==> config.mk <==
export PLATFORM = sky130hd
export DESIGN_NAME = instruction_decode
export DESIGN_NICKNAME = d
export VERILOG_FILES = /design/src/rtl/mips_pkg.sv /design/src/rtl/instruction_decode_register_file.sv /design/src/rtl/instruction_decode.sv
export SDC_FILE = /design/constraint.sdc
export NUM_CORES = 2
export LEC_CHECK = 0
export ABC_CLOCK_PERIOD_IN_PS = 9600
export CAP_MARGIN = 20
export CELL_PAD_IN_SITES_DETAIL_PLACEMENT = 0
export CELL_PAD_IN_SITES_GLOBAL_PLACEMENT = 1
export CORE_MARGIN = 5
export CORE_UTILIZATION = 29
export CTS_CLUSTER_SIZE = 8
export DETAILED_ROUTE_END_ITERATION = 10
export PLACE_DENSITY_LB_ADDON = 0.1
export SYNTH_ARGS = -nofsm -noshare
export SYNTH_HDL_FRONTEND = slang
export SYNTH_SLANG_ARGS = --single-unit
==> constraint.sdc <==
create_clock -name clk -period 9.6 [get_ports clk]
set_input_delay 1.92 -clock clk [delete_from_list [all_inputs] [get_ports clk]]
set_output_delay 1.92 -clock clk [all_outputs]
set_load 0.01 [all_outputs]
==> src/rtl/mips_pkg.sv <==
// Shared decode constants for the MIPS ID stage.
// Contents: opcode and funct encodings, ALU operation codes, the control
// bundle carried into ID/EX, and the all-zero bubble value.
package mips_pkg;

    // Primary opcodes (instr[31:26])
    localparam logic [5:0] OP_RTYPE = 6'h00;
    localparam logic [5:0] OP_J     = 6'h02;
    localparam logic [5:0] OP_BEQ   = 6'h04;
    localparam logic [5:0] OP_ADDI  = 6'h08;
    localparam logic [5:0] OP_ANDI  = 6'h0C;
    localparam logic [5:0] OP_ORI   = 6'h0D;
    localparam logic [5:0] OP_LW    = 6'h23;
    localparam logic [5:0] OP_SW    = 6'h2B;

    // R-type function codes (instr[5:0])
    localparam logic [5:0] FN_ADD = 6'h20;
    localparam logic [5:0] FN_SUB = 6'h22;
    localparam logic [5:0] FN_AND = 6'h24;
    localparam logic [5:0] FN_OR  = 6'h25;
    localparam logic [5:0] FN_SLT = 6'h2A;

    typedef enum logic [3:0] {
        ALU_AND = 4'd0,
        ALU_OR  = 4'd1,
        ALU_ADD = 4'd2,
        ALU_SUB = 4'd6,
        ALU_SLT = 4'd7
    } alu_op_e;

    typedef struct packed {
        logic [3:0] alu_op;
        logic       alu_src;
        logic       mem_read;
        logic       mem_write;
        logic       reg_write;
        logic       mem_to_reg;
        logic       branch;
        logic       jump;
    } ctrl_t;

    // A bubble carries no side effects: every control bit low.
    localparam ctrl_t CTRL_BUBBLE = '0;

endpackage

==> src/rtl/instruction_decode_register_file.sv <==
// register_file: NUM_REGS x DATA_W architectural register file.
// Ports:
//   clk, rst_n            clock, synchronous active-low clear of all entries
//   i_wb_en/addr/data     single write port (from WB)
//   i_rs_addr, i_rt_addr  two asynchronous read addresses
//   o_rs_data, o_rt_data  read data; r0 reads 0, same-cycle WB write is bypassed
module register_file #(
    parameter int DATA_W     = 32,
    parameter int REG_ADDR_W = 5,
    parameter int NUM_REGS   = 32
) (
    input  logic                  clk,
    input  logic                  rst_n,
    input  logic                  i_wb_en,
    input  logic [REG_ADDR_W-1:0] i_wb_addr,
    input  logic [DATA_W-1:0]     i_wb_data,
    input  logic [REG_ADDR_W-1:0] i_rs_addr,
    input  logic [REG_ADDR_W-1:0] i_rt_addr,
    output logic [DATA_W-1:0]     o_rs_data,
    output logic [DATA_W-1:0]     o_rt_data
);

    logic [DATA_W-1:0] r_mem [NUM_REGS];
    logic              w_wr;

    assign w_wr = i_wb_en && (i_wb_addr != '0);

    // Entry 0 is never written, so it stays at its reset value of zero.
    always_ff @(posedge clk) begin
        if (!rst_n) begin
            for (int i = 0; i < NUM_REGS; i++) r_mem[i] <= '0;
        end else if (w_wr) begin
            r_mem[i_wb_addr] <= i_wb_data;
        end
    end

    // Write-through: a value being written this cycle is visible to ID now,
    // so WB and ID can overlap without an extra hazard cycle.
    always_comb begin
        o_rs_data = '0;
        o_rt_data = '0;
        if (i_rs_addr != '0)
            o_rs_data = (w_wr && i_wb_addr == i_rs_addr) ? i_wb_data : r_mem[i_rs_addr];
        if (i_rt_addr != '0)
            o_rt_data = (w_wr && i_wb_addr == i_rt_addr) ? i_wb_data : r_mem[i_rt_addr];
    end

endmodule

==> src/rtl/instruction_decode.sv <==
// instruction_decode: ID stage of the 5-stage MIPS pipeline.
// Decodes instr, reads the register file, extends the immediate, detects
// load-use hazards and registers everything into ID/EX (1-cycle latency).
// Ports:
//   clk, rst_n                 clock, synchronous active-low reset
//   instr, pc_in               instruction and its pc from fetch
//   flush                      squash the instruction currently in ID
//   wb_en, wb_addr, wb_data    register-file write from WB
//   stall                      combinational load-use stall to fetch
//   ex_*                       ID/EX pipeline register outputs
// Optional: DECODE_ILLEGAL_TRAP_EN adds ex_illegal, a one-cycle flag for an
// unknown encoding that actually reached issue (not flushed or stalled).
module instruction_decode
    import mips_pkg::*;
#(
    parameter int DATA_W     = 32,
    parameter int REG_ADDR_W = 5,
    parameter int NUM_REGS   = 32
) (
    input  logic                  clk,
    input  logic                  rst_n,
    input  logic [31:0]           instr,
    input  logic [DATA_W-1:0]     pc_in,
    input  logic                  flush,
    input  logic                  wb_en,
    input  logic [REG_ADDR_W-1:0] wb_addr,
    input  logic [DATA_W-1:0]     wb_data,
    output logic                  stall,
    output logic [DATA_W-1:0]     ex_pc,
    output logic [DATA_W-1:0]     ex_rs_data,
    output logic [DATA_W-1:0]     ex_rt_data,
    output logic [DATA_W-1:0]     ex_imm,
    output logic [REG_ADDR_W-1:0] ex_rs,
    output logic [REG_ADDR_W-1:0] ex_rt,
    output logic [REG_ADDR_W-1:0] ex_dst,
    output logic [3:0]            ex_alu_op,
    output logic                  ex_alu_src,
    output logic                  ex_mem_read,
    output logic                  ex_mem_write,
    output logic                  ex_reg_write,
    output logic                  ex_mem_to_reg,
    output logic                  ex_branch,
    output logic                  ex_jump,
`ifdef DECODE_ILLEGAL_TRAP_EN
    output logic                  ex_illegal,
`endif
    output logic [25:0]           ex_jump_target
);

    // Instruction fields
    logic [5:0]            w_op;
    logic [5:0]            w_funct;
    logic [REG_ADDR_W-1:0] w_rs, w_rt, w_rd;
    logic [DATA_W-1:0]     w_sext, w_zext;

    assign w_op    = instr[31:26];
    assign w_funct = instr[5:0];
    assign w_rs    = instr[25:21];
    assign w_rt    = instr[20:16];
    assign w_rd    = instr[15:11];
    assign w_sext  = {{(DATA_W-16){instr[15]}}, instr[15:0]};
    assign w_zext  = {{(DATA_W-16){1'b0}}, instr[15:0]};

    // Register file
    logic [DATA_W-1:0] w_rs_data, w_rt_data;

    register_file #(
        .DATA_W     (DATA_W),
        .REG_ADDR_W (REG_ADDR_W),
        .NUM_REGS   (NUM_REGS)
    ) u_rf (
        .clk       (clk),
        .rst_n     (rst_n),
        .i_wb_en   (wb_en),
        .i_wb_addr (wb_addr),
        .i_wb_data (wb_data),
        .i_rs_addr (w_rs),
        .i_rt_addr (w_rt),
        .o_rs_data (w_rs_data),
        .o_rt_data (w_rt_data)
    );

    // Decoder
    ctrl_t                 w_ctrl;
    logic [REG_ADDR_W-1:0] w_dst;
    logic [DATA_W-1:0]     w_imm;
    logic                  w_legal;
    logic                  w_uses_rt;

    always_comb begin
        w_ctrl    = CTRL_BUBBLE;
        w_dst     = '0;
        w_imm     = w_sext;
        w_legal   = 1'b1;
        w_uses_rt = 1'b0;
        case (w_op)
            OP_RTYPE: begin
                w_uses_rt        = 1'b1;
                w_ctrl.reg_write = 1'b1;
                w_dst            = w_rd;
                case (w_funct)
                    FN_ADD:  w_ctrl.alu_op = ALU_ADD;
                    FN_SUB:  w_ctrl.alu_op = ALU_SUB;
                    FN_AND:  w_ctrl.alu_op = ALU_AND;
                    FN_OR:   w_ctrl.alu_op = ALU_OR;
                    FN_SLT:  w_ctrl.alu_op = ALU_SLT;
                    default: w_legal = 1'b0;
                endcase
            end
            OP_ADDI: begin
                w_ctrl.alu_op    = ALU_ADD;
                w_ctrl.alu_src   = 1'b1;
                w_ctrl.reg_write = 1'b1;
                w_dst            = w_rt;
            end
            OP_ANDI, OP_ORI: begin
                w_ctrl.alu_op    = (w_op == OP_ANDI) ? ALU_AND : ALU_OR;
                w_ctrl.alu_src   = 1'b1;
                w_ctrl.reg_write = 1'b1;
                w_dst            = w_rt;
                w_imm            = w_zext;
            end
            OP_LW: begin
                w_ctrl.alu_op     = ALU_ADD;
                w_ctrl.alu_src    = 1'b1;
                w_ctrl.mem_read   = 1'b1;
                w_ctrl.mem_to_reg = 1'b1;
                w_ctrl.reg_write  = 1'b1;
                w_dst             = w_rt;
            end
            OP_SW: begin
                w_uses_rt        = 1'b1;
                w_ctrl.alu_op    = ALU_ADD;
                w_ctrl.alu_src   = 1'b1;
                w_ctrl.mem_write = 1'b1;
            end
            OP_BEQ: begin
                w_uses_rt     = 1'b1;
                w_ctrl.alu_op = ALU_SUB;
                w_ctrl.branch = 1'b1;
            end
            OP_J: begin
                w_ctrl.jump = 1'b1;
            end
            default: w_legal = 1'b0;
        endcase
    end

    // ID/EX register
    logic [DATA_W-1:0]     r_ex_pc, r_ex_rs_data, r_ex_rt_data, r_ex_imm;
    logic [REG_ADDR_W-1:0] r_ex_rs, r_ex_rt, r_ex_dst;
    ctrl_t                 r_ex_ctrl;
    logic [25:0]           r_ex_jump_target;

    // Load-use: the load in EX produces its value too late for this
    // instruction. A flushed instruction is dead, so it never stalls.
    logic w_stall;
    logic w_issue;

    assign w_stall = r_ex_ctrl.mem_read && (r_ex_rt != '0) &&
                     ((r_ex_rt == w_rs) || ((r_ex_rt == w_rt) && w_uses_rt)) &&
                     !flush;
    assign w_issue = w_legal && !flush && !w_stall;
    assign stall   = w_stall;

    // Anything that does not issue becomes a fully zeroed bubble.
    always_ff @(posedge clk) begin
        if (!rst_n || !w_issue) begin
            r_ex_pc          <= '0;
            r_ex_rs_data     <= '0;
            r_ex_rt_data     <= '0;
            r_ex_imm         <= '0;
            r_ex_rs          <= '0;
            r_ex_rt          <= '0;
            r_ex_dst         <= '0;
            r_ex_ctrl        <= CTRL_BUBBLE;
            r_ex_jump_target <= '0;
        end else begin
            r_ex_pc          <= pc_in;
            r_ex_rs_data     <= w_rs_data;
            r_ex_rt_data     <= w_rt_data;
            r_ex_imm         <= w_imm;
            r_ex_rs          <= w_rs;
            r_ex_rt          <= w_rt;
            r_ex_dst         <= w_dst;
            r_ex_ctrl        <= w_ctrl;
            r_ex_jump_target <= instr[25:0];
        end
    end

`ifdef DECODE_ILLEGAL_TRAP_EN
    logic r_ex_illegal;

    always_ff @(posedge clk) begin
        if (!rst_n) r_ex_illegal <= 1'b0;
        else        r_ex_illegal <= !w_legal && !flush && !w_stall;
    end

    assign ex_illegal = r_ex_illegal;
`endif

    assign ex_pc          = r_ex_pc;
    assign ex_rs_data     = r_ex_rs_data;
    assign ex_rt_data     = r_ex_rt_data;
    assign ex_imm         = r_ex_imm;
    assign ex_rs          = r_ex_rs;
    assign ex_rt          = r_ex_rt;
    assign ex_dst         = r_ex_dst;
    assign ex_alu_op      = r_ex_ctrl.alu_op;
    assign ex_alu_src     = r_ex_ctrl.alu_src;
    assign ex_mem_read    = r_ex_ctrl.mem_read;
    assign ex_mem_write   = r_ex_ctrl.mem_write;
    assign ex_reg_write   = r_ex_ctrl.reg_write;
    assign ex_mem_to_reg  = r_ex_ctrl.mem_to_reg;
    assign ex_branch      = r_ex_ctrl.branch;
    assign ex_jump        = r_ex_ctrl.jump;
    assign ex_jump_target = r_ex_jump_target;

endmodule

---- After elaboration in Yosys (flattened, before gate mapping) ----
Memories as Yosys holds them, arrays and structs flattened. A register that Yosys moved wholly into a read port is not among the register bits.
Index checks and enable logic that the tools add are counted.
W data, S select, Z words.
word-level totals
  register bits ........................... 100
  bits in writable memories ............... 1024
  input port bits ......................... 105
  output and inout bits ................... 181
  word-level logic and storage cells ...... 81
  memories kept ........................... 1
memories
  name        words  bits a word  rd ports  clocked after memory_dff  write ports  RTL line                                RTL
  u_rf.r_mem  32     32           2         2                         32           instruction_decode_register_file.sv:23  logic [DATA_W-1:0] r_mem [NUM_REGS];
operators by class
  equality and inequality tests ........... 14
  mux-type cells .......................... 20
  bitwise operators ....................... 2
  reductions and logical operators ........ 30
operator list
  operator              number
  $eq A6 B6 Y1 const B  7
  $mux W32              1
  $reduce_or A32 Y1     1
  $reduce_bool A5 Y1    4
  $eq A6 B4 Y1 const B  3
  $pmux W4 S4           1
  $reduce_or A5 Y1      3
  $mux W1               14
  $pmux W3 S4           1
  $eq A5 B5 Y1          2
  $pmux W5 S2           1
  $reduce_or A3 Y1      3
  $logic_and A1 B1 Y1   7
  $reduce_or A7 Y1      1
  $eq A6 B2 Y1 const B  1
  $eq A6 B3 Y1 const B  1
  $logic_not A6 Y1      1
  $reduce_or A2 Y1      3
  $mux W5               1
  $logic_not A1 Y1      4
  $reduce_or A4 Y1      1
  $logic_or A1 B1 Y1    2
  $not A1 Y1            2
  $pmux W1 S2           1

---- Depth between registers and ports, before layout ----
  word-level depth ........................ 12
  gate-level depth with buffers ........... 11
  mapped depth without buffers ............ 5

---- Hierarchy ----
Synthesis repeated with hierarchy kept, for this count alone.
second synthesis, totals
  cells, all modules ...................... 4330
  area, all modules ....................... 60162.7 um^2
by module, submodules not included
  module              times used  cells an instance  area each (um^2)  sequential area each (um^2)
  register_file       1           3928               55647.1           30749.5
  instruction_decode  1           402                4515.6            2742.6

---- Worst setup path after synthesis ----
Ideal clock, no wire load.
  path kind ............................... input port to flip-flop
  start point ............................. input port wb_addr[2]
  end point ............................... memory u_rf.r_mem[28][0], enable pin
  library setup time ...................... 0.466 ns
  arrival time ............................ 5.231 ns
  required time ........................... 9.134 ns
  setup slack ............................. 3.903 ns
  stages .................................. 6
  buffers on the path ..................... 3
  cell sequence ........................... clkbuf_1 or3_1 clkbuf_1 nand3b_1 clkbuf_1 o21ai_0
RTL lines
  item             RTL line                                RTL
  start, declared  instruction_decode.sv:26                input logic [REG_ADDR_W-1:0] wb_addr,
  end, declared    instruction_decode_register_file.sv:23

---- Worst setup path after layout ----
  start point ............................. input port instr[25]
  end point ............................... output port stall
on the way
  word-level cells in the longest chain between the ends .. 4
RTL lines
  item                 RTL line                   RTL
  start, declared      instruction_decode.sv:22   input logic [31:0] instr,
  $eq A5 B5 Y1         instruction_decode.sv:161  ((r_ex_rt == w_rs) || ((r_ex_rt == w_rt) && w_uses_rt)) &&
  $logic_or A1 B1 Y1   instruction_decode.sv:161
  $logic_and A1 B1 Y1  instruction_decode.sv:160  assign w_stall = r_ex_ctrl.mem_read && (r_ex_rt != '0) &&
  $logic_and A1 B1 Y1  instruction_decode.sv:161
  end, declared        instruction_decode.sv:28   output logic stall,
Every way passes these cells.

==> parameters.txt <==
Parameter                              Value

Final layout
  Max reg flops    1024
  Net count, final    4658
  Final core utilization    0.344
  Synth-to-Final Area Change    18.2%
  Area of all placed cells without fillers    70500 sq um
  Register with the most flip-flops    u_rf.r_mem
  Share of cells above drive strength 1    0.173

Pwr
  Static leakage    0.0246 uW
  Peak supply drop    0.200 mV
  Internal power component    9570 uW
  PD cells    184 nW/um^2
  Reported net switching power    3370 uW
  Share of total power consumed by net switching    0.260
  Combinational cell fraction of total power    0.109
  Clock share of power    0.436
  Sequential Power Share    0.455

GRT
  Residual overflow from global routing    0
  Vias in the first global route    40400
  First-pass GRT wire length    367000 microns
  Global-route usage over all layers    0.249
  Antenna violations before repair    33
  Pin count of the biggest net entering global routing    99

Timing
  Number of setup violations in the final report    0
  Sum of negative setup slack    0 ns
  Fin crit share    0.677
  Largest clock skew in the final design    0.0321 ns
  Achievable Freq    154 MHz
  Slew of the pin with the lowest slew margin    1.19 ns
  Clock period minus final worst setup slack    6.50 ns
  Worst hold margin    0.921 ns
  Final max-slew violation count    0
  Final WS setup    3.10 ns
  Hold Vio Cnt, Final    0
  Setup repair after global routing missed its margin    no
  Headroom to the max-slew limit    0.202

Place
  Worst slack after detailed placement    3.04 ns
  HPWL Detailed    159000 microns
  Port buffer count    284
  RePlAce Congestion    0.794
  Placed Instance Area    65500 sq um

Routing
  DRC violation count after routing    0
  Iter 0 DRT Violations    4145
  Total iterations of the first detailed-routing run    5
  Vias post-DR    40100
  Routed wire length    274000 microns
  Antenna-violating nets left    0
  Drt wl/cell    37.1 microns
  Vias per inst    5.44

Synth
  Most instantiated flip-flop cell in the synthesis netlist    edfxtp_1
  Top cells by instance count after synthesis    and2_1 (1050), edfxtp_1 (1024), mux2i_1 (434), clkbuf_1 (344), mux4_2 (281)
  Post-Syn Area    59600 sq um
  Cell type with the highest aggregate area in the netlist    edfxtp_1
  Post-synth EDFFs    1024
  Count leader, synth    and2_1
  Synthesized area per cell    13.5 sq um
  Portion of synthesized cell area occupied by the leading cell type    0.516
  Post-synth cell types    60
  Register bit total from synthesis    1161
  Fraction of registers with async set or reset after synthesis    0
  Fraction of the yosys area taken by sequential cells    0.562
  Number of instances in the synthesized netlist    4413
  Cell types occupying the most area after synthesis    edfxtp_1 (52%), and2_1 (11%), mux4_2 (11%), mux2i_1 (7.3%), dfxtp_1 (4.6%)
  Warnings from Yosys    0

CTS
  Worst-Skew Late Latency    0.82 ns
  Hold-fix buffers, CTS    0
  CTS sink count    1161
  CTS tree    yes
  Number of buffers inserted to repair setup after CTS    0
  Clock-pin slew on the worst setup and hold paths    0.05 ns
  Number of buffers inserted during clock tree synthesis    166
  Number of levels the H-tree was split into    4
  Buffer depth of the longest clock path    3
  Post-cts gate resize count    0
  Root buffer selected by CTS    clkbuf_16

Die
  Row count    166
  Initial Util    0.291
  Width of the die    463 microns
  Floorplan die area    215000 sq um
  Die Span Y    463 microns
  Core area    205000 sq um
  Num ports    286

Worst setup path
  Crit path max-delay family    buffers and inverters
  CP Capture Type    primary output
  Cell with the biggest individual delay on the critical path    nor4_1
  Worst Path Arrival    4.58 ns
  Highest fanout seen on the critical path    5
  Stages on the worst setup path    6
  Cell chain of the critical path    clkdlybuf4s50_1 > xnor2_1 > nand3_1 > nor4_1 > a21o_1 > clkdlybuf4s50_1
  Biggest cell delay along the critical path    0.74 ns
  Number of buffer and inverter instances along the worst setup path    2
  Cell repeated most along the worst path    clkdlybuf4s50_1
  Length in cells of the worst reg-to-reg path    6
  Worst Path Class, Setup    in2out
  Required time worst endpoint    7.68 ns
  CP Launch Type    input pin

Job
  Number of max-capacitance violations reported    0

Status
  Run status    finished clean

Worst hold path
  Hold Crit Depth    5
  Min-delay worst type    reg2reg
==> worst min-delay path: cells and delay by family, from the launching register on <==
family / cells / cell delay, ns
AO/OA/AOI/OAI: 2 / 0.19
AND/OR/NAND/NOR: 2 / 0.28
flip-flops: 1 / 0.34
multiplexers: 1 / 0.07
==> power by group through the flow <==
stage	Sequential, uW	Combinational (uW)	Clock (uW)
final	5880	1410	5640
after detailed placement	5980	1400	0
after global placement	5980	1400	0
after floorplan	5940	794	0
after CTS	5880	1410	5760
after global routing	5910	1470	5970
==> layout make-up <==
cell class | count | area [sq um]
Antenna cell | 20 | 50.0
Clock buffer | 270 | 4620
Clock inverter | 12 | 185
Fill cell | 19800 | 134000
Inverter | 3 | 11.3
Multi-Input combinational cell | 2778 | 24600
Sequential cell | 1161 | 33500
Tap cell | 2688 | 3360
Timing Repair Buffer | 443 | 4170
==> cells in the final DEF (no fill, tap or decap), types with 8 or more instances in the layout <==
cell type	n
and2_1	1050
edfxtp_1	1024
mux2i_1	434
mux4_2	281
clkdlybuf4s50_1	275
o22ai_1	221
clkbuf_16	169
buf_4	157
dfxtp_1	137
clkbuf_1	100
nor2_1	88
nand2_1	80
mux2_2	49
o2bb2ai_1	48
o21ai_0	43
or4_1	34
nor3_1	33
o21ai_4	33
conb_1	33
nor2_4	32
o221ai_1	32
a2111oi_2	32
nand4_1	27
nand2b_1	27
a211oi_1	25
a21oi_1	24
a22o_1	24
a22oi_1	23
diode_2	20
xnor2_1	12
xor2_1	9
a221oi_1	8
==> logic make-up (layout without fill, tap and decap cells) <==
kind of cell / count (synthesis) / after routing / synth area share
xor gates and xnor gates: 21 / 21 / 0.00309
muxes: 764 / 764 / 0.188
AOI/OAI and AO/OA: 530 / 530 / 0.0645
DFF: 1161 / 1161 / 0.562
and+or+nand+nor: 1430 / 1430 / 0.143
other: 1 / 53 / 0.0000629
buffers and inverters: 506 / 728 / 0.0392
==> per-layer routing <==
metal | GRT usage | vias up | routed length (microns)
li1 | - | 16900 | -
met1 | 0.331 | 21200 | 117000
met2 | 0.411 | 1673 | 130000
met3 | 0.0386 | 394 | 16700
met4 | 0.0886 | 2 | 10100
met5 | 0 | - | 7
==> metrics by stage <==
stage / power (uW) / instances
4_1_cts: 13100 / 7351
3_5_place_dp: 7380 / 7069
3_3_place_gp: 7380 / 7068
5_1_grt: 13300 / 7358
2_1_floorplan: 6740 / 4445
6_report: 12900 / 7375
==> path summary, 6_finish.rpt <==
| path | startpoint | endpoint | slack (ns) |
|---|---|---|---|
| worst min-delay path | u_rf.r_mem[25][10] | ex_rs_data[10] | 0.92 |
| worst max register to register | ex_jump_target[20] | ex_rs_data[24] | 5.90 |
| worst max-delay path | instr[25] | stall | 3.10 |
| worst min register to register | u_rf.r_mem[25][10] | ex_rs_data[10] | 0.92 |
Note: power is estimated with default switching activity, not from simulation.
